**src/rtl/noc_sa_pkg.sv**
```systemverilog
// Shared switch-allocator definitions: port/VC counts, allocator state encoding
// and the default stall-counter width.
package noc_sa_pkg;

  localparam int NOC_N       = 5;
  localparam int NOC_V       = 2;
  localparam int NOC_STALL_W = 16;

  typedef enum logic {
    SA_IDLE   = 1'b0,
    SA_LOCKED = 1'b1
  } sa_state_e;

endpackage

```
**src/rtl/sa_oport_arb_if.sv**
```systemverilog
// Request/grant bundle between the input-port stages and one output-port arbiter.
interface sa_oport_arb_if #(
  parameter int N = noc_sa_pkg::NOC_N
);

  logic [N-1:0] req_in;
  logic [N-1:0] tail_in;
  logic         credit_ok;
  logic [N-1:0] grant_out;
  logic         grant_valid;
  logic         locked_out;
  logic [N-1:0] owner_out;

  modport master (
    output req_in, tail_in, credit_ok,
    input  grant_out, grant_valid, locked_out, owner_out
  );

  modport slave (
    input  req_in, tail_in, credit_ok,
    output grant_out, grant_valid, locked_out, owner_out
  );

endinterface

```
**src/rtl/rr_pick.sv**
```systemverilog
// Combinational round-robin selector: returns the first request at or above the
// one-hot pointer, wrapping from N-1 back to 0.
module rr_pick #(
  parameter int N = 4
) (
  input  logic [N-1:0] req,
  input  logic [N-1:0] ptr,
  output logic [N-1:0] gnt
);

  logic [N-1:0]   mask;
  logic [2*N-1:0] dreq;
  logic [2*N-1:0] dgnt;

  // Low half holds requests at/above ptr, high half the full vector for wrap;
  // isolating the lowest set bit of the concatenation gives the winner.
  always_comb begin
    mask = ~(ptr - N'(1));
    dreq = {req, req & mask};
    dgnt = dreq & (~dreq + (2*N)'(1));
    gnt  = dgnt[N-1:0] | dgnt[2*N-1:N];
  end

endmodule

```
**src/rtl/sa_oport_arb.sv**
```systemverilog
// Output-port switch-allocator stage: round-robin among input requests with a
// wormhole lock until the tail flit. Define SA_OPORT_STALL_CNT_EN for stall_cnt.
module sa_oport_arb
  import noc_sa_pkg::*;
#(
  parameter int N = NOC_N
`ifdef SA_OPORT_STALL_CNT_EN
  ,
  parameter int STALL_W = NOC_STALL_W
`endif
) (
  input  logic                clk,
  input  logic                rstn,
  sa_oport_arb_if.slave       bus
`ifdef SA_OPORT_STALL_CNT_EN
  ,
  output logic [STALL_W-1:0]  stall_cnt
`endif
);

  sa_state_e    state_q, state_d;
  logic [N-1:0] ptr_q, ptr_d;
  logic [N-1:0] owner_q, owner_d;
  logic [N-1:0] pick;
  logic [N-1:0] grant;

  function automatic logic [N-1:0] rotl1(input logic [N-1:0] v);
    logic [N-1:0] r;
    r = '0;
    for (int i = 0; i < N; i++) r[(i + 1) % N] = v[i];
    return r;
  endfunction

  rr_pick #(.N(N)) u_pick (
    .req (bus.req_in),
    .ptr (ptr_q),
    .gnt (pick)
  );

  // NOTE: every variable gets a default at the top of the block, so no path
  // leaves one unassigned and no latch is inferred.
  always_comb begin
    grant   = '0;
    state_d = state_q;
    ptr_d   = ptr_q;
    owner_d = owner_q;

    if (bus.credit_ok) begin
      grant = (state_q == SA_IDLE) ? pick : (owner_q & bus.req_in);
    end

    // A tail (or single-flit packet) frees the port and rotates priority past
    // the winner; a head flit in IDLE dedicates the port to that input.
    if (|grant) begin
      if (|(grant & bus.tail_in)) begin
        state_d = SA_IDLE;
        owner_d = '0;
        ptr_d   = rotl1(grant);
      end else if (state_q == SA_IDLE) begin
        state_d = SA_LOCKED;
        owner_d = grant;
      end
    end
  end

  // NOTE: sequential state uses non-blocking assignments so every flop samples
  // the pre-edge values of the others.
  always_ff @(posedge clk) begin
    if (!rstn) begin
      state_q <= SA_IDLE;
      ptr_q   <= N'(1);
      owner_q <= '0;
    end else begin
      state_q <= state_d;
      ptr_q   <= ptr_d;
      owner_q <= owner_d;
    end
  end

  assign bus.grant_out   = rstn ? grant : '0;
  assign bus.grant_valid = rstn & (|grant);
  assign bus.locked_out  = rstn & (state_q == SA_LOCKED);
  assign bus.owner_out   = rstn ? owner_q : '0;

`ifdef SA_OPORT_STALL_CNT_EN
  logic [STALL_W-1:0] stall_q, stall_d;
  logic               would_grant;

  // Counts cycles where a flit was ready to move but the downstream had no credit.
  always_comb begin
    would_grant = (state_q == SA_IDLE) ? (|bus.req_in) : (|(owner_q & bus.req_in));
    stall_d     = stall_q;
    if (would_grant && !bus.credit_ok && (stall_q != '1)) begin
      stall_d = stall_q + STALL_W'(1);
    end
  end

  always_ff @(posedge clk) begin
    if (!rstn) stall_q <= '0;
    else       stall_q <= stall_d;
  end

  assign stall_cnt = stall_q;
`endif

endmodule

```
**src/flat_wrapper.sv**
```systemverilog
// flat-port wrapper written by rule: the top's interface ports become plain ports
module sa_oport_arb_flat import noc_sa_pkg::*;
#(
  parameter int N = NOC_N

)
  (clk, rstn, bus_req_in, bus_tail_in, bus_credit_ok, bus_grant_out, bus_grant_valid, bus_locked_out, bus_owner_out);
  sa_oport_arb_if #(.N(N)) bus_i ();
  input  logic clk;
  input  logic rstn;
  input wire logic [$bits(bus_i.req_in)-1:0] bus_req_in;
  input wire logic [$bits(bus_i.tail_in)-1:0] bus_tail_in;
  input wire logic [$bits(bus_i.credit_ok)-1:0] bus_credit_ok;
  output wire logic [$bits(bus_i.grant_out)-1:0] bus_grant_out;
  output wire logic [$bits(bus_i.grant_valid)-1:0] bus_grant_valid;
  output wire logic [$bits(bus_i.locked_out)-1:0] bus_locked_out;
  output wire logic [$bits(bus_i.owner_out)-1:0] bus_owner_out;
  assign bus_i.req_in = bus_req_in;
  assign bus_i.tail_in = bus_tail_in;
  assign bus_i.credit_ok = bus_credit_ok;
  assign bus_grant_out = bus_i.grant_out;
  assign bus_grant_valid = bus_i.grant_valid;
  assign bus_locked_out = bus_i.locked_out;
  assign bus_owner_out = bus_i.owner_out;
  sa_oport_arb #(.N(N)) u_core (.clk(clk), .rstn(rstn), .bus(bus_i));
endmodule
```
**config.mk**
```make
export PLATFORM = sky130hd
export DESIGN_NAME = sa_oport_arb_flat
export DESIGN_NICKNAME = d
export VERILOG_FILES = /design/src/rtl/noc_sa_pkg.sv /design/src/rtl/sa_oport_arb_if.sv /design/src/rtl/rr_pick.sv /design/src/rtl/sa_oport_arb.sv /design/src/flat_wrapper.sv
export SDC_FILE = /design/constraint.sdc
export NUM_CORES = 1
export LEC_CHECK = 0
export ABC_AREA = 1
export BUFFER_PORTS_ARGS = -buffer_cell sky130_fd_sc_hd__buf_2
export CAP_MARGIN = 25
export CORE_MARGIN = 5
export CORE_UTILIZATION = 25
export CTS_CLUSTER_DIAMETER = 60
export DETAILED_ROUTE_END_ITERATION = 8
export HOLD_SLACK_MARGIN = 0.02
export PLACE_DENSITY_LB_ADDON = 0.12
export SYNTH_ARGS = -nofsm -noshare
export SYNTH_HDL_FRONTEND = slang
export SYNTH_SLANG_ARGS = --single-unit
```
**constraint.sdc**
```tcl
create_clock -name clk -period 2.3 [get_ports clk]
set_input_delay 0.23 -clock clk [delete_from_list [all_inputs] [get_ports clk]]
set_output_delay 0.23 -clock clk [all_outputs]
set_load 0.05 [all_outputs]
```
==> results.md <==
- Post-synth top area share: 23.1%
- Reg power frac: 19.0%
- Port bufs: 24
- Ports: 25
- Drc violations: 0
- Post-synth top area cell: dfxtp_1
- First-pass GRT wire length: 4900 um
- Maximum clock path buffer count: 2
- Cell Area, Synth: 953 um2
- Final setup vio count: 0
- Hold_sp: rstn
- Comb power frac: 68.5%
- Net count, final: 212
- Unrepaired setup endpoints after global routing: yes
- Yosys Warn Count: 0
- Reg2reg end: u_core.owner_q[4]
- Worst Hold Endpoint: u_core.ptr_q[0]
- P_sw: 795 uW
- Final std cells w/o fill: 245
- Tot GR Track Use: 12.0%
- Hold depth: 2
- Vias: 1,065
- CP Class: reg -> out
- CP Capture Type: output pin
- Reg2reg start: u_core.ptr_q[0]
- TritonCTS buffer count: 3
- Total Power: 1.56 mW
- DR WL/cell: 12.3 um
- Outcome: finished, final reports clean
- H-tree Lvls: 1
- Std-Cell Rows: 22
- Internal Dissipation: 764 uW
- Antenna Nets Post-Route: 0
- Area of placed instances: 0.00115 mm2
- Switching Share: 51.0%
- Starting density of the core: 25.8%
- CTS Root Buffer Type: clkbuf_8
- Layout cell share with drive strength beyond 1: 44.7%
- Max-cap viol count: 0
- GPL Wtd Cong: 0.830
- Clock share of power: 12.5%
- Slew margin rel.: 71.1%
- CP startpoint kind: flip-flop
- FMAX: 447 MHz
- Hold slack: 0.307 ns
- Core area: 0.00369 mm2
- Design area: 0.00137 mm2
- Area of the die: 0.00515 mm2
- Area delta synth->final: 43.6%
- Sequential share of the synthesized area: 23.1%
- Final-layout fill cell count: 421
- Post-synthesis net count: 175
- Static Leak: 0.727 nW
- Distinct cells, synth: 21
- Die height: 71.8 um
- Fin Clk Skew: 0.00127 ns
- Setup TNS Final: 0 ns
- WL final: 3010 um
- Clock sinks: 11
- Final Hold Viols: 0
- Die X: 71.8 um
- Reg2Reg Setup Slack: 0.31 ns
- Top area cells in the synthesized netlist: dfxtp_1 (23%), nand2_1 (20%), nand3_1 (10%)
- Worst Path Required: 2.07 ns
- Placed Cells: 235
- PD cells: 1140 mW/mm2
- Max Slew Vio Count: 0
- Number of global-route vias before repair: 1,050
- CP arrival: 2.01 ns
- DR iter-0 viols: 35
- Worst-skew pair later-pin latency: 0.24 ns
- Global route overflow: 0
- Fin crit period: 2.24 ns
- Hold WC Path Type: in -> reg
- Worst reg2reg path depth: 18
- Worst slew pin tran: 0.434 ns
- Initial antenna violation count: 0
- DRT Pass-1 Iters: 4
- Synthesized flop and latch total: 11
- Worst Path Max Fanout: 3
- Final period util: 97.2%
- Final HPWL DP: 2300 um
- Largest net degree at the start of global routing: 16
- Largest vdd supply drop: 542 uV
- Antenna diode count: 0
- Clk pin slew, worst setup/hold paths: 0.05 ns
- Post-Syn Area per Cell: 5.92 um2
- CTS Hold Buffers Added: 0
- Synth Instances: 161
- CTS tree: done
- Vias per inst: 4.35
[worst max path at each step]
stage          slack, ns            start  cells after the start                end
5_1_grt             -0.1  u_core.ptr_q[0]                     18    bus_grant_valid
2_1_floorplan       0.04  u_core.ptr_q[0]                     13  u_core.owner_q[0]
6_report            0.06  u_core.ptr_q[0]                     18    bus_grant_valid
4_1_cts             0.02  u_core.ptr_q[0]                     18    bus_grant_valid
3_5_place_dp        0.06  u_core.ptr_q[0]                     18    bus_grant_valid
3_3_place_gp        0.08  u_core.ptr_q[0]                     18    bus_grant_valid
[through the flow]
step / utilization, % / setup slack (ns)
after global placement: 31.2 / 0.0786
final: 37.1 / 0.0637
after detailed placement: 31.2 / 0.0582
after CTS: 34.2 / 0.0158
after global routing: 37.1 / -0.0973
after floorplan: - / 0.0420
[layer usage]
layer	routed length, um	track usage (%)	share of wire (%)
met4	30	4.38	1.0
met3	159	3.23	5.3
met5	0	0	0
met1	1450	16.3	48
met2	1360	17.9	45
[power by group through the flow]
| stage | combinational, mW | clock [mW] | sequential, mW |
|---|---|---|---|
| 2_1_floorplan | 0.702 | 0 | 0.268 |
| 3_3_place_gp | 0.862 | 0 | 0.297 |
| 3_5_place_dp | 0.865 | 0 | 0.297 |
| 4_1_cts | 0.954 | 0.198 | 0.291 |
| 5_1_grt | 1.19 | 0.221 | 0.306 |
| 6_report | 1.07 | 0.194 | 0.296 |
[area by class of cell]
type	instances	area, um2	share of cell area (%)
repair buffers	35	248	18.1
flip-flops and latches	11	223	16.3
inverters	25	93.8	6.86
multi-input cells	122	699	51.1
well taps	48	60.1	4.39
clock buffers	4	45.0	3.29
[registers in the layout (all words and copies together), names as in the netlist]
register	count
u_core.state_q	1
u_core.ptr_q	5
u_core.owner_q	5
[synthesized netlist by cell type]
library cell / instances
a21oi_1: 7
a31oi_1: 1
buf_4: 1
buf_8: 1
clkbuf_1: 1
dfxtp_1: 11
ha_1: 1
inv_1: 21
inv_2: 4
nand2_1: 51
nand2_2: 7
nand2_4: 1
nand3_1: 20
nand3_2: 6
nand3_4: 1
nor2_1: 19
nor2_2: 2
nor2_8: 1
nor3b_1: 2
o21ai_1: 2
or2_2: 1
[kinds of logic after synthesis]
group,Yosys count,synth area share [%]
and+or+nand+nor,111,57.6
buffers and inverters,28,12.6
DFF,11,23.1
adders and majority gates,1,1.31
AOI/OAI and AO/OA,10,5.38
[critical path: stages, from the launching register on]
cell and delay, ns:
dfxtp_2 0.33, inv_2 0.05, ha_4 0.24, nand2_2 0.05
nand2_2 0.05, inv_2 0.05, nand2_2 0.05, inv_2 0.08
nand2_4 0.06, nor2_4 0.12, nand2_1 0.07, nand2_2 0.08
nand2_2 0.07, nand2_2 0.08, nor2_2 0.04, nand2_2 0.07
nand2_2 0.06, inv_2 0.07, buf_8 0.13
[timing repair]
action | CTS | global route
setup buffers | 1 | 5
resized for setup | 17 | 25
cloned | 0 | 0
endpoints found under the setup margin | 6 | 6
pin swaps | 3 | 8
[cell usage in the layout (no fill, tap or decap)]
master,n
nand2_1,39
nand3_1,20
nand2_2,19
inv_1,18
buf_2,18
nor2_1,11
buf_4,11
dfxtp_1,9
inv_2,7
a21oi_1,7
nand3_2,6
nor2_2,6
nor2_4,4
clkbuf_8,3
buf_8,3
nor3b_1,2
buf_6,2
dfxtp_2,2
nand2_4,1
or2_2,1
a31oi_1,1
o21ai_1,1
o21ai_2,1
nand3_4,1
nor2_8,1
ha_4,1
clkbuf_1,1
clkbuf_4,1
(Power assumes the default switching activity.)
